File: src/rtl/ariane_pkg.sv
// Slice of the core-wide ariane_pkg: scoreboard sizing and the writeback payload type.
package ariane_pkg;

  localparam int unsigned XLEN          = 64;
  localparam int unsigned TRANS_ID_BITS = 3;

  // One scoreboard writeback: destination entry, result and exception flag.
  typedef struct packed {
    logic [TRANS_ID_BITS-1:0] trans_id;
    logic [XLEN-1:0]          data;
    logic                     ex;
  } wb_payload_t;

endpackage

File: src/rtl/wb_rr_picker.sv
// Round-robin picker: first set valid bit at or above ptr_i, wrapping to 0.
module wb_rr_picker #(
  parameter  int unsigned NR_REQ = 4,
  localparam int unsigned PTR_W  = (NR_REQ > 1) ? $clog2(NR_REQ) : 1
) (
  input  logic [NR_REQ-1:0] valid_i,
  input  logic [PTR_W-1:0]  ptr_i,
  output logic [NR_REQ-1:0] gnt_o,
  output logic [PTR_W-1:0]  idx_o,
  output logic              any_o
);

  int unsigned      cand;
  logic [PTR_W-1:0] cand_idx;

  // Scan NR_REQ candidates starting at the pointer; the first hit wins.
  always_comb begin
    gnt_o    = '0;
    idx_o    = '0;
    any_o    = 1'b0;
    cand     = 0;
    cand_idx = '0;
    for (int unsigned i = 0; i < NR_REQ; i++) begin
      cand = 32'(ptr_i) + i;
      if (cand >= NR_REQ) cand = cand - NR_REQ;
      cand_idx = PTR_W'(cand);
      if (!any_o && valid_i[cand_idx]) begin
        any_o           = 1'b1;
        gnt_o[cand_idx] = 1'b1;
        idx_o           = cand_idx;
      end
    end
  end

endmodule

File: src/rtl/wb_arbiter.sv
// Writeback arbiter: NR_REQ functional units share one registered scoreboard
// writeback port with round-robin fairness and full-throughput handoff.
// Optional conflict counter enabled by defining WB_ARBITER_PERF_EN.
module wb_arbiter
  import ariane_pkg::*;
#(
  parameter int unsigned NR_REQ     = 4,
  parameter int unsigned TRANS_ID_W = TRANS_ID_BITS,
  parameter int unsigned DATA_W     = XLEN
) (
  input  logic                                 clk_i,
  input  logic                                 rst_ni,
  input  logic                                 flush_i,
  input  logic [NR_REQ-1:0]                    req_valid_i,
  output logic [NR_REQ-1:0]                    req_ready_o,
  input  logic [NR_REQ-1:0][TRANS_ID_W-1:0]    req_trans_id_i,
  input  logic [NR_REQ-1:0][DATA_W-1:0]        req_data_i,
  input  logic [NR_REQ-1:0]                    req_ex_i,
  output logic                                 wb_valid_o,
  input  logic                                 wb_ready_i,
  output logic [TRANS_ID_W-1:0]                wb_trans_id_o,
  output logic [DATA_W-1:0]                    wb_data_o,
  output logic                                 wb_ex_o
`ifdef WB_ARBITER_PERF_EN
  ,
  output logic [31:0]                          conflict_cnt_o
`endif
);

  localparam int unsigned PTR_W = (NR_REQ > 1) ? $clog2(NR_REQ) : 1;

  logic [PTR_W-1:0]  rr_ptr;
  logic [NR_REQ-1:0] pick_gnt;
  logic [PTR_W-1:0]  pick_idx;
  logic              pick_any;
  logic              can_accept;
  logic              grant_en;
  logic              do_grant;
  logic [PTR_W-1:0]  ptr_next;

  wb_rr_picker #(.NR_REQ(NR_REQ)) u_picker (
    .valid_i (req_valid_i),
    .ptr_i   (rr_ptr),
    .gnt_o   (pick_gnt),
    .idx_o   (pick_idx),
    .any_o   (pick_any)
  );

  // Grant only when the output register is empty or draining, outside flush and reset.
  always_comb begin
    can_accept  = !wb_valid_o || wb_ready_i;
    grant_en    = can_accept && !flush_i && rst_ni;
    do_grant    = grant_en && pick_any;
    req_ready_o = grant_en ? pick_gnt : '0;
    ptr_next    = (pick_idx == PTR_W'(NR_REQ - 1)) ? '0 : pick_idx + PTR_W'(1);
  end

  // Output register and round-robin pointer.
  always_ff @(posedge clk_i) begin
    if (!rst_ni) begin
      wb_valid_o    <= 1'b0;
      wb_trans_id_o <= '0;
      wb_data_o     <= '0;
      wb_ex_o       <= 1'b0;
      rr_ptr        <= '0;
    end else if (flush_i) begin
      wb_valid_o <= 1'b0;
    end else if (do_grant) begin
      wb_valid_o    <= 1'b1;
      wb_trans_id_o <= req_trans_id_i[pick_idx];
      wb_data_o     <= req_data_i[pick_idx];
      wb_ex_o       <= req_ex_i[pick_idx];
      rr_ptr        <= ptr_next;
    end else if (wb_ready_i) begin
      wb_valid_o <= 1'b0;
    end
  end

`ifdef WB_ARBITER_PERF_EN
  logic conflict;

  // A cycle counts as a conflict when any valid requester goes unserved.
  always_comb begin
    conflict = ($countones(req_valid_i) >= 2) || (|(req_valid_i & ~req_ready_o));
  end

  // Saturating conflict counter; only reset clears it.
  always_ff @(posedge clk_i) begin
    if (!rst_ni) begin
      conflict_cnt_o <= '0;
    end else if (conflict && (conflict_cnt_o != 32'hFFFF_FFFF)) begin
      conflict_cnt_o <= conflict_cnt_o + 32'd1;
    end
  end
`endif

endmodule
File: config.mk
export PLATFORM = sky130hd
export DESIGN_NAME = wb_arbiter
export DESIGN_NICKNAME = d
export VERILOG_FILES = /design/src/rtl/ariane_pkg.sv /design/src/rtl/wb_rr_picker.sv /design/src/rtl/wb_arbiter.sv
export SDC_FILE = /design/constraint.sdc
export NUM_CORES = 1
export LEC_CHECK = 0
export BUFFER_PORTS_ARGS = -buffer_cell sky130_fd_sc_hd__buf_2
export CAP_MARGIN = 5
export CORE_AREA = 2 2 139 141
export DETAILED_ROUTE_END_ITERATION = 8
export DIE_AREA = 0 0 141 143
export GPL_TIMING_DRIVEN = 0
export MAX_ROUTING_LAYER = met4
export SLEW_MARGIN = 40
export SYNTH_ARGS = -nofsm -noshare
export SYNTH_HDL_FRONTEND = slang
export SYNTH_SLANG_ARGS = --single-unit
File: constraint.sdc
create_clock -name clk_i -period 2.5 [get_ports clk_i]
set_input_delay 0.25 -clock clk_i [delete_from_list [all_inputs] [get_ports clk_i]]
set_output_delay 0.25 -clock clk_i [all_outputs]
set_load 0.05 [all_outputs]
==> flow_summary.ini <==
[critical_path]
startpoint = rr_ptr[1]
path_class = reg2out
r2r_start = rr_ptr[1]
worstPathArrival_ps = 2300
crit_path_top_delay_cell = mux4_2
cp_num_buf_inv = 2
start_kind = register
cp_max_fo = 6
path_delay_family = multiplexers
crit_path_end_kind = output pin
cp_cell_sequence = clkinvlp_4 > ha_4 > mux4_2 > nor2b_4 > a22o_1 > mux2i_2 > a21oi_4 > buf_6
slowest_delay_ps = 390
critPathRequiredTime_ps = 2250

[outcome]
status = finished with violations
violations = setup timing

[power_and_ir_drop]
sequentialPowerShare_pct = 25.0
pwr-share-comb_pct = 52.1
p_clk_share_pct = 23.0
p_per_area_mw_per_mm2 = 783
leakage_nw = 3.64
ir_drop_mv = 0.327
intPower_mw = 3.23
switchingPower_mw = 2.71
swShare_pct = 45.6

[global_route]
grtUsageMet1_pct = 26.2
busiest_layer = met2
use_met2_pct = 38.2
grt_pass1_vias = 6104
overflow = 0
grt_pass1_wl_um = 33100
grt_max_degree = 20
grt_util_met3_pct = 3.89
antenna_found_initial = 1
track_usage_pct = 22.0

[floorplanning]
fp.coreArea_mm2 = 0.0186
die_h_um = 143
start_util_pct = 26.4
boundaryPins = 353
dieArea_mm2 = 0.0202
row_count = 50
die_width_um = 141

[clocking]
htree_num_levels = 3
root_buffer = clkbuf_16
cts_tree = built
clock-sinks = 71
path_clk_slew_ps = 60
cts-buffers-inserted = 9
clock_latency_ps = 350
clockBufferDepth = 2

[yosys]
yosysMostFrequentCell = nand4_1
ys_warn_count = 0
yosysTopAreaCellShare_pct = 29.0
synth-simple-area-share_pct = 26.3
netlist_area_mm2 = 0.00490
ys_seq_elements = 71
synth_cells = 568
synthMuxAreaShare_pct = 17.1
synth_fa_ha_area_share_pct = 1.79
synth_top_cell_by_area = dfxtp_1
synthDistinctLibCells = 42
synth_compound_area_share_pct = 16.3
synth_seq_area_share_pct = 29.0
synthTopCellsByArea = dfxtp_1 29%, nand4_1 17%, mux2i_1 16%
synth_common_cells = 136 x nand4_1, 78 x mux2i_1, 74 x nand2_1
synth_ff_type = dfxtp_1
synth_xor_area_share_pct = 0.179
async_flop_share_pct = 0
synth_top_family_by_area = simple AND/OR/NAND/NOR gates
synth.avg_cell_area_um2 = 8.62
synth_edf_count = 0
synth_nets = 855

[job]
max_cap_viol_count = 0

[placed_design]
gp_congestion = 0.819
io_buffers = 352
place_ws_ps = -668
dp_hpwl_um = 17700

[detailed_routing]
wl_per_cell_um = 19.7
first_pass_iters = 4
drt-initial-drc-count = 269
via_count = 6277
drt-vias-per-instance = 5.33
final_antenna_net_count = 0
drcViolationCount = 0
wirelength_um = 23100

[timing]
holdWs_ps = 161
slew_headroom_pct = 60.8
finalCritPeriodShare_pct = 102
worst_slack_ps = -52.1
hold_violations = 0
setup_viol = 4
rsz0062_at_grt = yes
skew_ps = 6.62
slew_viol_final = 0
min_period_ps = 2550
worst_slew_pin_slew_ps = 588
max_freq_mhz = 392

[cells_and_area]
nets = 1225
n_fill_cell = 1901
area_growth_pct = 55.0
drive_gt1_share_pct = 49.2
final_util_pct = 40.9

[worst_hold_path]
min-delay-start = req_data_i[191]
hp-class = in2reg
-- stage by stage --
stage                     TNS, ps  instance area (µm²)  power (mW)  std cells
final                       -64.8                 7590        5.95       1177
after global routing        -3180                 7590        6.25       1177
after CTS                    -285                 7490        5.92       1174
after detailed placement   -36810                 7010        4.42       1154
after global placement     -37280                 7010        4.42       1154
after floorplan                 0                 4950        3.52        568
-- tightest hold or removal path, delay by kind of cell --
family / cells / cell delay [ps]
AO/OA/AOI/OAI: 1 / 80
buffers and inverters: 1 / 80
AND/OR/NAND/NOR: 1 / 60
-- timing repair --
item | 4_1_cts | 5_1_grt
setup buffers | 8 | 3
hold buffers | 0 | 0
endpoints found under the setup margin | 74 | 74
gates resized for setup | 35 | 34
pin swaps | 4 | 5
-- placed cells by master, fill, tap and decap left out, types with 2 or more instances in the layout --
| master | netlist | layout |
|---|---|---|
| a21oi_1 | 7 | 2 |
| a21oi_4 | 0 | 4 |
| a22o_1 | 4 | 4 |
| buf_2 | 31 | 362 |
| buf_4 | 4 | 17 |
| buf_6 | 14 | 20 |
| buf_8 | 0 | 3 |
| clkbuf_1 | 25 | 19 |
| clkbuf_16 | 0 | 10 |
| clkbuf_2 | 0 | 2 |
| clkbuf_4 | 0 | 11 |
| clkinv_2 | 0 | 2 |
| clkinvlp_4 | 0 | 2 |
| dfxtp_1 | 71 | 69 |
| dfxtp_4 | 0 | 2 |
| ha_1 | 7 | 6 |
| inv_1 | 4 | 2 |
| mux2i_1 | 78 | 68 |
| mux2i_2 | 0 | 8 |
| mux2i_4 | 0 | 2 |
| mux4_2 | 2 | 2 |
| nand2_1 | 74 | 74 |
| nand2b_1 | 6 | 6 |
| nand3_1 | 2 | 2 |
| nand4_1 | 136 | 136 |
| nor2_1 | 4 | 4 |
| nor2b_1 | 4 | 3 |
| o2111ai_1 | 68 | 68 |
| o21ai_2 | 1 | 2 |
-- registers in the layout (all words and copies together) (netlist names) --
name	count
wb_data_o	64
wb_trans_id_o	3
rr_ptr	2
wb_ex_o	1
wb_valid_o	1
-- area by class of cell --
type	instances	area, µm²	area share [%]
multi-input cells	418	3160	41.7
repair buffers	363	1870	24.7
flip-flops and latches	71	1430	18.8
plain buffers	71	500	6.59
well taps	234	293	3.86
clock buffers	10	250	3.30
clock inverters	5	56.3	0.742
inverters	4	23.8	0.313
diodes	1	2.50	0.0330
-- path summary, 6_finish.rpt --
| check | to | slack [ps] | cells after the start |
|---|---|---|---|
| worst max-delay path | req_ready_o[3] | -50 | 8 |
| worst min-delay path | wb_data_o[63] | 160 | 3 |
| worst max register to register | wb_trans_id_o[1] | 30 | 10 |
| worst min register to register | wb_ex_o | 460 | 2 |
-- kinds of logic (layout without fill, tap and decap cells) --
group	after synthesis	in the layout
other	0	1
adder cells (fa/ha/maj)	7	7
multiplexers	81	81
AO/OA/AOI/OAI	94	94
AND/OR/NAND/NOR	235	235
XOR/XNOR	1	1
buffers and inverters	79	453
flip-flops	71	71
-- metal layers --
layer,routed length [µm],share of wire (%)
met1,9770,42
met2,11500,50
met3,1380,6.0
met4,505,2.2
met5,0,0
-- power groups by stage --
stage / clock network, mW / registers (mW) / logic (mW)
4_1_cts: 1.41 / 1.49 / 3.02
5_1_grt: 1.46 / 1.51 / 3.28
2_1_floorplan: 0 / 2.27 / 1.25
3_3_place_gp: 0 / 1.50 / 2.91
6_report: 1.37 / 1.48 / 3.10
3_5_place_dp: 0 / 1.50 / 2.92
Note: power is estimated with default switching activity, not from simulation.
